### src/rtl/uart_pkg.sv
// -----------------------------------------------------------------------------
// uart_pkg
// Shared types and helpers for the UART receive path (and its TX sibling).
//   rx_state_e     : receive frame FSM states
//   calc_tick_div  : rx_clk cycles per oversample tick, rounded to nearest
//   maj3           : 2-of-3 vote used to resolve each bit from its samples
// -----------------------------------------------------------------------------
package uart_pkg;

    typedef enum logic [2:0] {
        IDLE      = 3'd0,
        START     = 3'd1,
        DATA      = 3'd2,
        PARITY    = 3'd3,
        STOP      = 3'd4,
        WAIT_HIGH = 3'd5
    } rx_state_e;

    // Round-to-nearest divider so the bit-time error stays below half a clock per tick
    function automatic int calc_tick_div(input int clk, input int baud, input int os);
        return (clk + (baud * os) / 2) / (baud * os);
    endfunction

    function automatic logic maj3(input logic a, input logic b, input logic c);
        return (a & b) | (a & c) | (b & c);
    endfunction

endpackage

### src/rtl/uart_rx_errdet_if.sv
// -----------------------------------------------------------------------------
// uart_rx_errdet_if
// Word delivery bundle of the UART receiver.
//   RxData      : received word, valid while rx_valid=1
//   rx_valid    : holding register full
//   rx_ready    : consumer accepts when rx_valid & rx_ready
//   parity_err  : parity mismatch for RxData (qualified by rx_valid)
//   frame_err   : stop bit sampled low for RxData (qualified by rx_valid)
//   overrun_err : one-cycle pulse, a completed frame was dropped
// master = receiver side, slave = consumer side.
// -----------------------------------------------------------------------------
interface uart_rx_errdet_if #(
    parameter int DATA_WIDTH = 8
);
    logic [DATA_WIDTH-1:0] RxData;
    logic                  rx_valid;
    logic                  rx_ready;
    logic                  parity_err;
    logic                  frame_err;
    logic                  overrun_err;

    modport master (
        output RxData, rx_valid, parity_err, frame_err, overrun_err,
        input  rx_ready
    );

    modport slave (
        input  RxData, rx_valid, parity_err, frame_err, overrun_err,
        output rx_ready
    );
endinterface

### src/rtl/uart_baud_tick.sv
// -----------------------------------------------------------------------------
// uart_baud_tick
// Divides rx_clk down to the oversample tick rate.
//   rx_clk  : clock
//   reset_n : asynchronous active-low reset
//   clear   : restart the divider (tick suppressed this cycle)
//   tick    : registered one-cycle pulse every TICK_DIV clocks
// -----------------------------------------------------------------------------
module uart_baud_tick #(
    parameter int TICK_DIV = 27
) (
    input  logic rx_clk,
    input  logic reset_n,
    input  logic clear,
    output logic tick
);
    localparam int CW = (TICK_DIV > 1) ? $clog2(TICK_DIV) : 1;
    localparam logic [CW-1:0] CNT_LAST = CW'(TICK_DIV - 1);

    logic [CW-1:0] r_cnt;
    logic          r_tick;

    // Divider counter; tick is raised on the cycle after the counter wraps
    always_ff @(posedge rx_clk or negedge reset_n) begin
        if (!reset_n) begin
            r_cnt  <= '0;
            r_tick <= 1'b0;
        end else if (clear) begin
            r_cnt  <= '0;
            r_tick <= 1'b0;
        end else if (r_cnt == CNT_LAST) begin
            r_cnt  <= '0;
            r_tick <= 1'b1;
        end else begin
            r_cnt  <= r_cnt + CW'(1);
            r_tick <= 1'b0;
        end
    end

    assign tick = r_tick;
endmodule

### src/rtl/uart_rx_errdet.sv
// -----------------------------------------------------------------------------
// uart_rx_errdet
// Oversampling UART receiver (8N1 / 8E1 / 8O1) with parity, framing and
// overrun detection and a one-entry valid/ready holding register.
//   rx_clk  : receiver clock
//   reset_n : asynchronous active-low reset
//   rx      : serial line, idles high, asynchronous to rx_clk
//   rx_if   : word delivery bundle (master side), see uart_rx_errdet_if
// -----------------------------------------------------------------------------
module uart_rx_errdet
    import uart_pkg::*;
#(
    parameter int CLK_FREQ   = 50_000_000,
    parameter int BAUD_RATE  = 115_200,
    parameter int DATA_WIDTH = 8,
    parameter int OVERSAMPLE = 16,
    parameter int PARITY_EN  = 1,
    parameter int PARITY_ODD = 0
) (
    input  logic             rx_clk,
    input  logic             reset_n,
    input  logic             rx,
    uart_rx_errdet_if.master rx_if
);
    localparam int TICK_DIV = calc_tick_div(CLK_FREQ, BAUD_RATE, OVERSAMPLE);
    localparam int HALF     = OVERSAMPLE / 2;
    localparam int TW       = $clog2(OVERSAMPLE);
    localparam int BW       = (DATA_WIDTH > 1) ? $clog2(DATA_WIDTH) : 1;

    localparam logic [TW-1:0] TICK_S0   = TW'(HALF - 1);
    localparam logic [TW-1:0] TICK_S1   = TW'(HALF);
    localparam logic [TW-1:0] TICK_RES  = TW'(HALF + 1);
    localparam logic [TW-1:0] TICK_LAST = TW'(OVERSAMPLE - 1);
    localparam logic [BW-1:0] BIT_LAST  = BW'(DATA_WIDTH - 1);
    localparam logic          PAR_ODD   = (PARITY_ODD != 0) ? 1'b1 : 1'b0;

    if (TICK_DIV < 1) begin : g_bad_tick_div
        $error("uart_rx_errdet: TICK_DIV must be at least 1");
    end
    if ((OVERSAMPLE % 2) != 0 || OVERSAMPLE < 8) begin : g_bad_oversample
        $error("uart_rx_errdet: OVERSAMPLE must be even and >= 8");
    end

    logic                  r_rx_meta, r_rxs;
    rx_state_e             r_state, w_state_nxt;
    logic [TW-1:0]         r_tick_cnt;
    logic [BW-1:0]         r_bit_cnt;
    logic [DATA_WIDTH-1:0] r_shift;
    logic                  r_s0, r_s1, r_par_bad;
    logic [DATA_WIDTH-1:0] r_data;
    logic                  r_valid, r_pe, r_fe, r_ovr;

    logic w_tick, w_clear, w_resolve, w_bit_end, w_vote;
    logic w_shift, w_par_load, w_commit, w_bit_clr, w_bit_inc, w_accept;

    uart_baud_tick #(.TICK_DIV(TICK_DIV)) u_tick (
        .rx_clk  (rx_clk),
        .reset_n (reset_n),
        .clear   (w_clear),
        .tick    (w_tick)
    );

    // Two-flop synchroniser for the asynchronous line; idles high
    always_ff @(posedge rx_clk or negedge reset_n) begin
        if (!reset_n) begin
            r_rx_meta <= 1'b1;
            r_rxs     <= 1'b1;
        end else begin
            r_rx_meta <= rx;
            r_rxs     <= r_rx_meta;
        end
    end

    // Position within the current bit, realigned to the start edge
    always_ff @(posedge rx_clk or negedge reset_n) begin
        if (!reset_n) begin
            r_tick_cnt <= '0;
        end else if (w_clear) begin
            r_tick_cnt <= '0;
        end else if (w_tick) begin
            r_tick_cnt <= (r_tick_cnt == TICK_LAST) ? '0 : r_tick_cnt + TW'(1);
        end else begin
            r_tick_cnt <= r_tick_cnt;
        end
    end

    // The third sample is the live synchronised line on the resolve tick
    assign w_resolve = w_tick && (r_tick_cnt == TICK_RES);
    assign w_bit_end = w_tick && (r_tick_cnt == TICK_LAST);
    assign w_vote    = maj3(r_s0, r_s1, r_rxs);
    assign w_accept  = r_valid & rx_if.rx_ready;

    // Frame FSM state register
    always_ff @(posedge rx_clk or negedge reset_n) begin
        if (!reset_n) begin
            r_state <= IDLE;
        end else begin
            r_state <= w_state_nxt;
        end
    end

    // Frame FSM next state and datapath strobes
    always_comb begin
        w_state_nxt = r_state;
        w_clear     = 1'b0;
        w_shift     = 1'b0;
        w_par_load  = 1'b0;
        w_commit    = 1'b0;
        w_bit_clr   = 1'b0;
        w_bit_inc   = 1'b0;
        case (r_state)
            IDLE: begin
                if (!r_rxs) begin
                    w_state_nxt = START;
                    w_clear     = 1'b1;
                end else begin
                    w_state_nxt = IDLE;
                end
            end
            START: begin
                // A start bit that votes high was a glitch: drop it silently
                if (w_resolve && w_vote) begin
                    w_state_nxt = IDLE;
                end else if (w_bit_end) begin
                    w_state_nxt = DATA;
                    w_bit_clr   = 1'b1;
                end else begin
                    w_state_nxt = START;
                end
            end
            DATA: begin
                w_shift = w_resolve;
                if (w_bit_end && (r_bit_cnt == BIT_LAST)) begin
                    w_bit_clr = 1'b1;
                    if (PARITY_EN != 0) begin
                        w_state_nxt = PARITY;
                    end else begin
                        w_state_nxt = STOP;
                    end
                end else if (w_bit_end) begin
                    w_bit_inc = 1'b1;
                end else begin
                    w_state_nxt = DATA;
                end
            end
            PARITY: begin
                w_par_load = w_resolve;
                if (w_bit_end) begin
                    w_state_nxt = STOP;
                end else begin
                    w_state_nxt = PARITY;
                end
            end
            STOP: begin
                // Commit mid-stop-bit so a back-to-back start edge is not missed
                if (w_resolve) begin
                    w_commit = 1'b1;
                    if (w_vote) begin
                        w_state_nxt = IDLE;
                    end else begin
                        w_state_nxt = WAIT_HIGH;
                    end
                end else begin
                    w_state_nxt = STOP;
                end
            end
            WAIT_HIGH: begin
                // A break must release before another start can be seen
                if (r_rxs) begin
                    w_state_nxt = IDLE;
                end else begin
                    w_state_nxt = WAIT_HIGH;
                end
            end
            default: begin
                w_state_nxt = IDLE;
            end
        endcase
    end

    // Bit counter, sample capture, LSB-first shift register and parity check
    always_ff @(posedge rx_clk or negedge reset_n) begin
        if (!reset_n) begin
            r_bit_cnt <= '0;
            r_s0      <= 1'b1;
            r_s1      <= 1'b1;
            r_shift   <= '0;
            r_par_bad <= 1'b0;
        end else begin
            if (w_bit_clr) begin
                r_bit_cnt <= '0;
            end else if (w_bit_inc) begin
                r_bit_cnt <= r_bit_cnt + BW'(1);
            end else begin
                r_bit_cnt <= r_bit_cnt;
            end
            if (w_tick && (r_tick_cnt == TICK_S0)) begin
                r_s0 <= r_rxs;
            end
            if (w_tick && (r_tick_cnt == TICK_S1)) begin
                r_s1 <= r_rxs;
            end
            if (w_shift) begin
                r_shift <= {w_vote, r_shift[DATA_WIDTH-1:1]};
            end
            if (w_clear) begin
                r_par_bad <= 1'b0;
            end else if (w_par_load) begin
                r_par_bad <= (^r_shift) ^ w_vote ^ PAR_ODD;
            end else begin
                r_par_bad <= r_par_bad;
            end
        end
    end

    // Holding register: a commit into a full, unaccepted slot becomes an overrun
    always_ff @(posedge rx_clk or negedge reset_n) begin
        if (!reset_n) begin
            r_data  <= '0;
            r_valid <= 1'b0;
            r_pe    <= 1'b0;
            r_fe    <= 1'b0;
            r_ovr   <= 1'b0;
        end else begin
            r_ovr <= 1'b0;
            if (w_commit && (!r_valid || rx_if.rx_ready)) begin
                r_data  <= r_shift;
                r_pe    <= r_par_bad;
                r_fe    <= ~w_vote;
                r_valid <= 1'b1;
            end else if (w_commit) begin
                r_ovr <= 1'b1;
            end else if (w_accept) begin
                r_valid <= 1'b0;
            end else begin
                r_valid <= r_valid;
            end
        end
    end

    assign rx_if.RxData      = r_data;
    assign rx_if.rx_valid    = r_valid;
    assign rx_if.parity_err  = r_pe;
    assign rx_if.frame_err   = r_fe;
    assign rx_if.overrun_err = r_ovr;
endmodule

### src/flat_wrapper.sv
// flat-port wrapper written by rule: the top's interface ports become plain ports
module uart_rx_errdet_flat import uart_pkg::*;
#(
    parameter int CLK_FREQ   = 50_000_000,
    parameter int BAUD_RATE  = 115_200,
    parameter int DATA_WIDTH = 8,
    parameter int OVERSAMPLE = 16,
    parameter int PARITY_EN  = 1,
    parameter int PARITY_ODD = 0
)
  (rx_clk, reset_n, rx, rx_if_RxData, rx_if_rx_valid, rx_if_parity_err, rx_if_frame_err, rx_if_overrun_err, rx_if_rx_ready);
  uart_rx_errdet_if #(.DATA_WIDTH(DATA_WIDTH)) rx_if_i ();
  input  logic rx_clk;
  input  logic reset_n;
  input  logic rx;
  output wire logic [$bits(rx_if_i.RxData)-1:0] rx_if_RxData;
  output wire logic [$bits(rx_if_i.rx_valid)-1:0] rx_if_rx_valid;
  output wire logic [$bits(rx_if_i.parity_err)-1:0] rx_if_parity_err;
  output wire logic [$bits(rx_if_i.frame_err)-1:0] rx_if_frame_err;
  output wire logic [$bits(rx_if_i.overrun_err)-1:0] rx_if_overrun_err;
  input wire logic [$bits(rx_if_i.rx_ready)-1:0] rx_if_rx_ready;
  assign rx_if_RxData = rx_if_i.RxData;
  assign rx_if_rx_valid = rx_if_i.rx_valid;
  assign rx_if_parity_err = rx_if_i.parity_err;
  assign rx_if_frame_err = rx_if_i.frame_err;
  assign rx_if_overrun_err = rx_if_i.overrun_err;
  assign rx_if_i.rx_ready = rx_if_rx_ready;
  uart_rx_errdet #(.CLK_FREQ(CLK_FREQ), .BAUD_RATE(BAUD_RATE), .DATA_WIDTH(DATA_WIDTH), .OVERSAMPLE(OVERSAMPLE), .PARITY_EN(PARITY_EN), .PARITY_ODD(PARITY_ODD)) u_core (.rx_clk(rx_clk), .reset_n(reset_n), .rx(rx), .rx_if(rx_if_i));
endmodule
### config.mk
export PLATFORM = sky130hd
export DESIGN_NAME = uart_rx_errdet_flat
export DESIGN_NICKNAME = d
export VERILOG_FILES = /design/src/rtl/uart_pkg.sv /design/src/rtl/uart_rx_errdet_if.sv /design/src/rtl/uart_baud_tick.sv /design/src/rtl/uart_rx_errdet.sv /design/src/flat_wrapper.sv
export SDC_FILE = /design/constraint.sdc
export NUM_CORES = 1
export LEC_CHECK = 0
export ABC_CLOCK_PERIOD_IN_PS = 2800
export BUFFER_PORTS_ARGS = -buffer_cell sky130_fd_sc_hd__buf_2
export CAP_MARGIN = 10
export CORE_MARGIN = 10
export CORE_UTILIZATION = 60
export CTS_CLUSTER_SIZE = 28
export DETAILED_ROUTE_END_ITERATION = 16
export GPL_TIMING_DRIVEN = 0
export PLACE_DENSITY = 0.91
export SKIP_LAST_GASP = 1
export SYNTH_ARGS = -nofsm -noshare
export SYNTH_HDL_FRONTEND = slang
export SYNTH_SLANG_ARGS = --single-unit
### constraint.sdc
create_clock -name rx_clk -period 2.8 [get_ports rx_clk]
set_clock_uncertainty 0.05 [all_clocks]
set_input_delay 0.42 -clock rx_clk [delete_from_list [all_inputs] [get_ports rx_clk]]
set_output_delay 0.42 -clock rx_clk [all_outputs]
set_load 0.1 [all_outputs]
==> reports/qor.yml, run 1 <==
final_cell_area_mm2: 0.00221
grt_util_met2: 0.227
port_buffers: 15
grt.busiest_layer: "met2"
numCtsBuffers: 5
io_pins: 16
reg2reg_from: "u_core.r_tick_cnt[1]$_DFFE_PN0P_"
mostFrequentLayoutCells: "dfrtp_1, buf_2, nor2_1"
yosysTopAreaCellShare: 0.469
min_to: "u_core.r_rx_meta$_DFF_PN1_"
crit_path_start_kind: "flop"
core_area_mm2: 0.00310
hold_viol_final: 0
seq_area_frac_synth: 0.523
p_per_area_mw_per_mm2: 483
tightest_slew_ns: 0.855
rrSetupSlack_ns: 0.74
ys_types: 40
seq_area_mm2: 0.00103
dp_hpwl_um: 2650
post-route-util: 0.713
worstPathRequired_ns: 2.97
status: "complete, no violations"
worstRegToRegCells: 7
placed_area_mm2: 0.00210
drive_gt1_frac: 0.333
grt.total_usage: 0.127
ant_nets: 0
synthToLayoutAreaGrowth_pct: 12.0
gp_congestion: 0.892
layout_commonest_cell: "dfrtp_1"
slew_headroom: 0.430
clock.fmax_ghz: 0.484
slew_violations: 0
cp-end-kind: "flop"
ir_worst_vdd_mv: 0.348
cts_tree: "done"
met1_usage: 0.143
critical_path_class: "flop to flop"
wl_um: 3620
hold_buffers: 0
clkTransAtPathRegs_ns: 0.12
die_h_um: 77.3
antenna_found_initial: 0
cap_violations: 0
netlist_area_mm2: 0.00197
drc_errors: 0
leakage_uw: 0.00110
start_util: 0.636
grt_max_degree: 42
cts_root_buf: "clkbuf_4"
vias_per_cell: 5.56
yosys-top-cells-area: "dfrtp_1, mux2_2, mux2_4"
grt_overflow: 0
cts_max_path_buffers: 2
routedWlPerCell_um: 16.1
finalCritPeriodShare: 0.737
hold_path_depth: 1
holdWs_ns: 0.123
worstReg2RegEnd: "u_core.rx_if.RxData[5]$_DFFE_PN0P_"
synth-seq-cells: 41
synth_area_leader_cell: "dfrtp_1"
setup_viol: 0
antenna_cells: 0
dr_total_vias: 1245
syn_inst: 156
hold_path.startpoint: "rx"
grt_pass1_wl_um: 6220
setup_tns_ns: 0
drt_iter0_markers: 94
hold_class: "primary input to flop"
grt_pass1_vias: 1313
insertion_delay_ns: 0.33
die_w_um: 77.3
met3_usage: 0.0403
cts_sinks: 41
cp_max_fo: 10
rows: 20
postCtsSetupRepairBufs: 0
multi_input_area_um2: 893
dr.pass1.iters: 4
avgSynthCellArea_um2: 12.6
nNetsFinal: 190
period_minus_slack_ns: 2.06
grt_setup_unrepaired: "false"
htreeDepth: 2
fillers: 233
die_area_mm2: 0.00598
syn-num-nets: 167
worstPathArrival_ns: 2.24
cts_resized: 0
yosysWarningCount: 0
## power breakdown
group / internal, uW / switching, uW
clock: 276 / 181
combinational: 2.47 / 11.7
sequential: 595 / 1.46
total: 874 / 194
## cell type report
type	count	area share
tap	44	0.0249
clock inverter	3	0.0294
clock buffer	5	0.0170
sequential	41	0.466
inverter	3	0.00509
buffer	6	0.0170
multi-input combinational	106	0.404
timing repair buffer	16	0.0362
## cell families after synthesis
group / count (synthesis) / synth area share
compound gates: 15 / 0.0539
xor+xnor: 13 / 0.0685
fa+ha+maj: 8 / 0.0501
buf+inv: 9 / 0.0247
flops: 41 / 0.523
mux: 22 / 0.140
simple gates: 48 / 0.140
## routing by layer
layer	wire, um	up-vias
li1	-	594
met5	0	-
met1	1490	628
met4	14	0
met2	1930	21
met3	177	2
## critical path: stages, from the launching register on
cell and delay (ns):
dfrtp_1 0.43, inv_1 0.11, ha_1 0.23, nand4b_4 0.14
or3_1 0.37, nand2b_4 0.17, buf_6 0.15, mux2_4 0.31
## worst max path at each step
stage | start | cells after the start | slack (ns) | end
4_1_cts | u_core.r_tick_cnt[1]$_DFFE_PN0P_ | 7 | 0.72 | u_core.rx_if.RxData[5]$_DFFE_PN0P_
3_5_place_dp | u_core.r_tick_cnt[1]$_DFFE_PN0P_ | 7 | 0.75 | u_core.rx_if.RxData[5]$_DFFE_PN0P_
6_report | u_core.r_tick_cnt[1]$_DFFE_PN0P_ | 7 | 0.74 | u_core.rx_if.RxData[5]$_DFFE_PN0P_
3_3_place_gp | u_core.r_state[0]$_DFFE_PN0P_ | 4 | 0.79 | u_core.u_tick.r_cnt[4]$_DFF_PN0_
5_1_grt | u_core.r_tick_cnt[1]$_DFFE_PN0P_ | 7 | 0.61 | u_core.rx_if.RxData[5]$_DFFE_PN0P_
2_1_floorplan | u_core.rx_if.rx_valid$_DFFE_PN0P_ | 4 | 0.90 | u_core.rx_if.RxData[1]$_DFFE_PN0P_
## Yosys cell counts, drive strengths merged
| library cell | n |
|---|---|
| nand4 | 1 |
| nor2 | 14 |
| dfrtp | 37 |
| dfstp | 4 |
| xor2 | 4 |
| nor4b | 1 |
| o21ai | 5 |
| a211oi | 1 |
| nand3 | 4 |
| a22o | 2 |
| or3 | 4 |
| nor3b | 1 |
| or4 | 1 |
| xnor3 | 1 |
| mux2i | 1 |
| nand3b | 1 |
| clkbuf | 1 |
| and4b | 2 |
| nand4b | 3 |
| nor4 | 1 |
| a21oi | 3 |
| o22ai | 1 |
| a22oi | 1 |
| nand2b | 4 |
| a221oi | 1 |
| inv | 3 |
| maj3 | 1 |
| buf | 5 |
| mux2 | 21 |
| nand2 | 11 |
| ha | 7 |
| o31a | 1 |
| xnor2 | 8 |
## registers in the layout, indices dropped and copies added, names as in the netlist
name,cells
u_core.r_shift,8
u_core.rx_if.RxData,8
u_core.u_tick.r_cnt,5
u_core.rx_if.rx_valid,1
u_core.r_state,3
u_core.r_s0,1
u_core.r_tick_cnt,4
u_core.r_par_bad,1
u_core.r_s1,1
u_core.rx_if.parity_err,1
u_core.u_tick.tick,1
u_core.rx_if.frame_err,1
u_core.rx_if.overrun_err,1
u_core.r_rxs,1
u_core.r_bit_cnt,3
u_core.r_rx_meta,1
## per-stage QoR
step,setup slack (ns),power (uW),std cells
floorplan,0.899,609,156
global placement,0.789,622,215
detailed placement,0.752,622,215
CTS,0.719,1080,223
global route,0.613,1100,224
finish,0.735,1070,224
No activity file was read; power rests on OpenSTA's default activity.
==> run 2: changes to the inputs <==
--- a/config.mk
+++ b/config.mk
@@ -5,15 +5,16 @@
 export SDC_FILE = /design/constraint.sdc
 export NUM_CORES = 1
 export LEC_CHECK = 0
-export ABC_CLOCK_PERIOD_IN_PS = 2800
+export ABC_AREA = 1
+export ABC_CLOCK_PERIOD_IN_PS = 2150
 export BUFFER_PORTS_ARGS = -buffer_cell sky130_fd_sc_hd__buf_2
 export CAP_MARGIN = 10
 export CORE_MARGIN = 10
-export CORE_UTILIZATION = 60
+export CORE_UTILIZATION = 59
 export CTS_CLUSTER_SIZE = 28
 export DETAILED_ROUTE_END_ITERATION = 16
 export GPL_TIMING_DRIVEN = 0
-export PLACE_DENSITY = 0.91
+export PLACE_DENSITY = 0.9
 export SKIP_LAST_GASP = 1
 export SYNTH_ARGS = -nofsm -noshare
 export SYNTH_HDL_FRONTEND = slang
==> constraint.sdc (replaced) <==
create_clock -name rx_clk -period 2.15 [get_ports rx_clk]
set_clock_uncertainty 0.05 [all_clocks]
set_input_delay 0.3225 -clock rx_clk [delete_from_list [all_inputs] [get_ports rx_clk]]
set_output_delay 0.3225 -clock rx_clk [all_outputs]
set_load 0.1 [all_outputs]
==> reports/qor.yml, run 2 <==
p_per_area_mw_per_mm2: 580  # +20%
clock.fmax_ghz: 0.593  # +22%
syn_inst: 244  # +56%
ys.flop_type: "dfrtp_1"
grt_setup_unrepaired: "false"
antenna_cells: 0  # unchanged
die_h_um: 78.8  # +1.9%
wl_um: 3630  # +0.30%
postCtsSetupRepairBufs: 0  # unchanged
die_w_um: 78.8  # +1.9%
synth_area_leader_cell: "dfrtp_1"
hold_viol_final: 0  # unchanged
synthToLayoutAreaGrowth_pct: 10.7
dp_hpwl_um: 2820  # +6.3%
worstPathRequired_ns: 2.34  # -0.63 ns
ys_types: 25  # -38%
cp_max_fo: 5  # -5
grt_overflow: 0  # unchanged
grt_pass1_wl_um: 6420  # +3.2%
setup_tns_ns: 0  # unchanged
seq_area_frac_synth: 0.506  # -0.0170
port_buffers: 15  # unchanged
yosys.cell_count.top_type: "nand2_1"
antenna_found_initial: 0  # unchanged
ant_nets: 0  # unchanged
yosysWarningCount: 0  # unchanged
synth-seq-cells: 41  # unchanged
synth_async_sr_flop_share: 1.00  # unchanged
hold_class: "primary input to flop"
tightest_slew_ns: 0.883  # +0.0275 ns
netlist_area_mm2: 0.00204  # +3.4%
grt_max_degree: 42  # unchanged
layout_commonest_cell: "nand2_1"
grt.total_usage: 0.125  # -0.00200
setup_viol: 0  # unchanged
fillers: 295  # +27%
yosysTopAreaCellShare: 0.454  # -0.0153
drive_gt1_frac: 0.161  # -0.172
leakage_uw: 0.00118  # +6.8%
hold_buffers: 0  # unchanged
cts_sinks: 41  # unchanged
drc_errors: 0  # unchanged
io_pins: 16  # unchanged
drt_iter0_markers: 83  # -12%
dr.pass1.iters: 4  # unchanged
critical_path_class: "flop to flop"
slew_violations: 0  # unchanged
cap_violations: 0  # unchanged
nNetsFinal: 277  # +46%
path_cells: "ha_1 -> nand2_1 -> nor2_1 -> nand2_2 -> nor4_1 -> nor2_1 -> nand2_1 -> nand2_1"
cts_tree: "done"
cts_resized: 0  # unchanged
start_util: 0.611  # -0.0247
avgSynthCellArea_um2: 8.36  # -34%
rows: 21  # +5.0%
cp_slowest_cell: "dfrtp_1"
mostFrequentLayoutCells: "nand2_1, dfrtp_1, inv_1"
synth_edf_count: 0  # unchanged
yosys-top-cells-area: "dfrtp_1, nand2_1, inv_1"
clkTransAtPathRegs_ns: 0.11  # about the same
slew_headroom: 0.412  # -0.0183
core_area_mm2: 0.00334  # +7.5%
ir_worst_vdd_mv: 0.402  # +16%
cts_root_buf: "clkbuf_4"
cp-end-kind: "flop"
worstPathArrival_ns: 1.87  # -0.37 ns
crit_path_start_kind: "flop"
htreeDepth: 2  # unchanged
syn-num-nets: 255  # +53%
die_area_mm2: 0.00621  # +3.8%
cts_max_path_buffers: 2  # unchanged
period_minus_slack_ns: 1.69  # -0.379 ns
synth_top_cells_by_count: "nand2_1, dfrtp_1, inv_1, nor2_1, o21ai_1"
grt_pass1_vias: 1502  # +14%
status: "complete, no violations"
numCtsBuffers: 5  # unchanged
vias_per_cell: 5.09  # -8.4%
gp_congestion: 0.806  # -9.6%
post-route-util: 0.676  # -0.0361
dr_total_vias: 1593  # +28%
slowest_delay_ns: 0.41  # -0.02 ns
crit_top_cell: "nand2_1"
finalCritPeriodShare: 0.784  # +0.0466
insertion_delay_ns: 0.34  # about the same
routedWlPerCell_um: 11.6  # -28%
==> run 2: cell types whose count changed in the layout (fill, tap and decap cells not counted), sizes merged, moves of 4 or more <==
cell and delta:
nand2 +69, nand2b -4, o21ai +18, nor3 +8, nor2 +4, xnor2 -7
or3 -4, mux2 -21, inv +30, nand3 +11
==> run 2: final cells by class <==
cell class | count | area (um2) | share of cell area
inverters | 33 | 124 | 0.0549
clock inverters | 1 | 30.0 | 0.0133
clock buffers | 7 | 55.1 | 0.0244
flip-flops and latches | 41 | 1030 | 0.457
repair buffers | 15 | 75.1 | 0.0333
multi-input cells | 167 | 851 | 0.377
well taps | 46 | 57.6 | 0.0255
plain buffers | 3 | 33.8 | 0.0150
==> run 2: critical path: cells and delay by family, from the launching register on <==
| family | cells | cell delay [ns] |
|---|---|---|
| simple gates | 7 | 0.92 |
| fa+ha+maj | 1 | 0.19 |
| flops | 1 | 0.41 |
==> run 2: cell families after synthesis <==
| family | after synthesis | synth area share |
|---|---|---|
| AO/OA/AOI/OAI | 30 | 0.0816 |
| XOR/XNOR | 4 | 0.0172 |
| adder cells (fa/ha/maj) | 7 | 0.0429 |
| buffers and inverters | 36 | 0.0773 |
| flip-flops | 41 | 0.506 |
| AND/OR/NAND/NOR | 126 | 0.275 |
==> run 2: stage by stage <==
step | cell area [um2] | cells | power, uW | worst slack [ns] | hold WS [ns]
2_1_floorplan | 2040 | 244 | 791 | 0.504 | -0.0231
4_1_cts | 2260 | 313 | 1320 | 0.459 | 0.00950
6_report | 2260 | 313 | 1310 | 0.464 | 0.0172
5_1_grt | 2260 | 313 | 1340 | 0.288 | 0.00919
3_5_place_dp | 2170 | 305 | 810 | 0.502 | 0.301
3_3_place_gp | 2170 | 305 | 809 | 0.523 | 0.295
==> run 2: final timing paths <==
| kind | startpoint | slack (ns) | depth (start not counted) | to |
|---|---|---|---|---|
| worst min-delay path | rx | 0.02 | 1 | u_core.r_rx_meta$_DFF_PN1_ |
| max in group asynchronous | reset_n | 1.45 | 1 | u_core.r_state[2]$_DFFE_PN0P_ |
| worst min register to register | u_core.r_rx_meta$_DFF_PN1_ | 0.32 | 0 | u_core.r_rxs$_DFF_PN1_ |
| worst max register to register | u_core.r_tick_cnt[0]$_DFFE_PN0P_ | 0.46 | 8 | u_core.r_bit_cnt[2]$_DFFE_PN0P_ |
| min in group asynchronous | reset_n | 0.04 | 1 | u_core.r_shift[5]$_DFFE_PN0P_ |
| worst max-delay path | u_core.r_tick_cnt[0]$_DFFE_PN0P_ | 0.46 | 8 | u_core.r_bit_cnt[2]$_DFFE_PN0P_ |
==> run 2: where the power goes <==
group	switching, uW	total (uW)	internal (uW)
combinational	15.7	17.9	2.21
clock	238	516	278
sequential	1.40	776	775
total	255	1310	1050
==> run 2: metal layers <==
metal,global-route usage,part of all wire,vias to the layer above
met1,0.154,0.46,739
met5,0,0,-
li1,-,-,818
met4,0.0502,0.016,0
met3,0.0327,0.045,6
met2,0.202,0.47,30
==> run 3: changes to the inputs <==
--- a/config.mk
+++ b/config.mk
@@ -6,15 +6,15 @@
 export NUM_CORES = 1
 export LEC_CHECK = 0
 export ABC_AREA = 1
-export ABC_CLOCK_PERIOD_IN_PS = 2150
+export ABC_CLOCK_PERIOD_IN_PS = 1500
 export BUFFER_PORTS_ARGS = -buffer_cell sky130_fd_sc_hd__buf_2
 export CAP_MARGIN = 10
 export CORE_MARGIN = 10
-export CORE_UTILIZATION = 59
+export CORE_UTILIZATION = 53
 export CTS_CLUSTER_SIZE = 28
 export DETAILED_ROUTE_END_ITERATION = 16
 export GPL_TIMING_DRIVEN = 0
-export PLACE_DENSITY = 0.9
+export PLACE_DENSITY = 0.86
 export SKIP_LAST_GASP = 1
 export SYNTH_ARGS = -nofsm -noshare
 export SYNTH_HDL_FRONTEND = slang
==> constraint.sdc (replaced) <==
create_clock -name rx_clk -period 1.5 [get_ports rx_clk]
set_clock_uncertainty 0.05 [all_clocks]
set_input_delay 0.225 -clock rx_clk [delete_from_list [all_inputs] [get_ports rx_clk]]
set_output_delay 0.225 -clock rx_clk [all_outputs]
set_load 0.1 [all_outputs]
==> reports/qor.yml, run 3 (synthesis results as in run 2) <==
status: "finished, violations left"
violations: "negative hold slack, negative setup slack"
cp_max_fo: 5  # unchanged
numCtsBuffers: 5  # unchanged
io_pins: 16  # unchanged
rows: 22  # +4.8%
ir_worst_vdd_mv: 0.605  # +50%
critical_path_class: "flop to flop"
setup_tns_ns: -0.415  # -0.415 ns
clkTransAtPathRegs_ns: 0.07  # -0.04 ns
die_h_um: 82.0  # +4.1%
die_area_mm2: 0.00673  # +8.4%
placed_area_mm2: 0.00218  # +0.17%
hold_class: "primary input to async pin"
dr_total_vias: 1748  # +9.7%
cp-end-kind: "flop"
grt_max_degree: 42  # unchanged
fillers: 243  # -18%
finalCritPeriodShare: 1.04  # +0.255
holdWs_ns: -0.00724  # -0.0244 ns
gp_congestion: 0.902  # +12%
tightest_slew_ns: 0.901  # +0.0187 ns
die_w_um: 82.0  # +4.1%
port_buffers: 15  # unchanged
final_cell_area_mm2: 0.00263  # +16%
nNetsFinal: 293  # +5.8%
slew_headroom: 0.399  # -0.0125
insertion_delay_ns: 0.30  # -0.04 ns
routedWlPerCell_um: 14.8  # +28%
hold_viol_final: 7  # +7
period_minus_slack_ns: 1.56  # -0.127 ns
cts_sinks: 41  # unchanged
worstPathArrival_ns: 1.69  # -0.18 ns
layout_setup_ws_ns: -0.0587  # -0.523 ns
drc_errors: 0  # unchanged
drt_iter0_markers: 124  # +49%
slew_violations: 0  # unchanged
start_util: 0.553  # -0.0583
dp_hpwl_um: 2970  # +5.3%
grt_setup_unrepaired: "true"
worstPathRequired_ns: 1.63  # -0.71 ns
cts_max_path_buffers: 2  # unchanged
wl_um: 4910  # +35%
synthToLayoutAreaGrowth_pct: 28.7
cts_tree: "done"
grt_pass1_wl_um: 7580  # +18%
vias_per_cell: 5.28  # +3.8%
ant_nets: 0  # unchanged
antenna_found_initial: 0  # unchanged
dr.pass1.iters: 4  # unchanged
mostFrequentLayoutCells: "nand2_1, dfrtp_1, inv_1"
setup_viol: 17  # +17
instances_no_fill: 331  # +5.8%
layout_commonest_cell: "nand2_1"
clock.fmax_ghz: 0.642  # +8.1%
dp_cells: 307  # +0.66%
drive_gt1_frac: 0.332  # +0.171
cts_root_buf: "clkbuf_8"
grt_overflow: 0  # unchanged
p_per_area_mw_per_mm2: 785  # +35%
grt_pass1_vias: 1666  # +11%
grt.total_usage: 0.145  # +0.0201
antenna_cells: 0  # unchanged
crit_path_start_kind: "flop"
cap_violations: 0  # unchanged
htreeDepth: 2  # unchanged
leakage_uw: 0.00134  # +14%
core_area_mm2: 0.00369  # +11%
-- run 3: cell types whose count changed in the layout (fill, tap and decap cells not counted), moves of 3 or more --
cell / previous run / this run
inv_2: 2 / 6
dfrtp_1: 37 / 32
nor2_1: 17 / 14
buf_4: 0 / 12
inv_1: 31 / 26
nand3_4: 0 / 3
clkbuf_8: 1 / 6
nand2_1: 78 / 63
nand2_4: 0 / 5
nand2_2: 2 / 12
clkbuf_4: 5 / 0
dfrtp_2: 0 / 5
-- run 3: routing by layer --
metal | vias to the layer above | share of wire | routed length, um | GRT usage
met4 | 0 | 0.022 | 108 | 0.0782
met2 | 52 | 0.53 | 2590 | 0.230
met1 | 833 | 0.39 | 1930 | 0.174
li1 | 853 | - | - | -
met5 | - | 0 | 0 | 0
met3 | 10 | 0.056 | 273 | 0.0415
-- run 3: report_power, final --
group          leakage, uW  internal [uW]  switching, uW
Clock            0.0000585            542            378
Combinational     0.000756           4.85           23.5
Sequential        0.000528           1110           2.39
Total              0.00134           1660            404
-- run 3: layout make-up --
type                    instances  area (um2)  area share
well taps                      48        60.1      0.0229
multi-input cells             167        1020       0.387
flip-flops and latches         41        1040       0.395
plain buffers                   3        37.5      0.0143
clock buffers                   7        86.3      0.0329
clock inverters                 1        30.0      0.0114
inverters                      33         126      0.0481
repair buffers                 31         231      0.0882
-- run 3: through the flow --
stage | setup WS (ns) | total power [uW] | util
final | -0.0587 | 2060 | 0.712
after global routing | -0.140 | 2120 | 0.712
after global placement | -0.0808 | 1160 | 0.590
after detailed placement | -0.174 | 1160 | 0.590
after floorplan | 0.0323 | 1130 | -
after CTS | -0.0403 | 2070 | 0.655
-- run 3: worst paths after layout --
| kind | from | end | slack (ns) | cells past startpoint |
|---|---|---|---|---|
| hold / removal | reset_n | u_core.rx_if.RxData[6]$_DFFE_PN0P_ | -0.007 | 1 |
| setup reg to reg | u_core.r_tick_cnt[1]$_DFFE_PN0P_ | u_core.rx_if.RxData[5]$_DFFE_PN0P_ | -0.06 | 8 |
| setup / recovery | u_core.r_tick_cnt[1]$_DFFE_PN0P_ | u_core.rx_if.RxData[5]$_DFFE_PN0P_ | -0.06 | 8 |
| hold reg to reg | u_core.r_rx_meta$_DFF_PN1_ | u_core.r_rxs$_DFF_PN1_ | 0.31 | 0 |
| min in group rx_clk | rx_if_rx_ready | u_core.rx_if.overrun_err$_DFF_PN0_ | 0.24 | 4 |
| max in group asynchronous | reset_n | u_core.r_state[1]$_DFFE_PN0P_ | 0.78 | 1 |
-- run 3: worst max-delay path: stages (launching register included) --
cell     delay (ns)
dfrtp_1        0.44
inv_2          0.11
ha_4           0.14
nand3_4        0.07
nor2_4         0.20
nand3_4        0.13
buf_6          0.17
nand2_1        0.05
o21ai_1        0.07
-- run 3: repair_timing --
action / CTS / global route
resized for setup: 13 / 40
buffers inserted: 8 / 5
setup endpoints to repair: 24 / 27
hold buffers: 1 / 0
cloned: 1 / 1
endpoints found under the hold margin: 1 / 0
pin swaps: 5 / 7
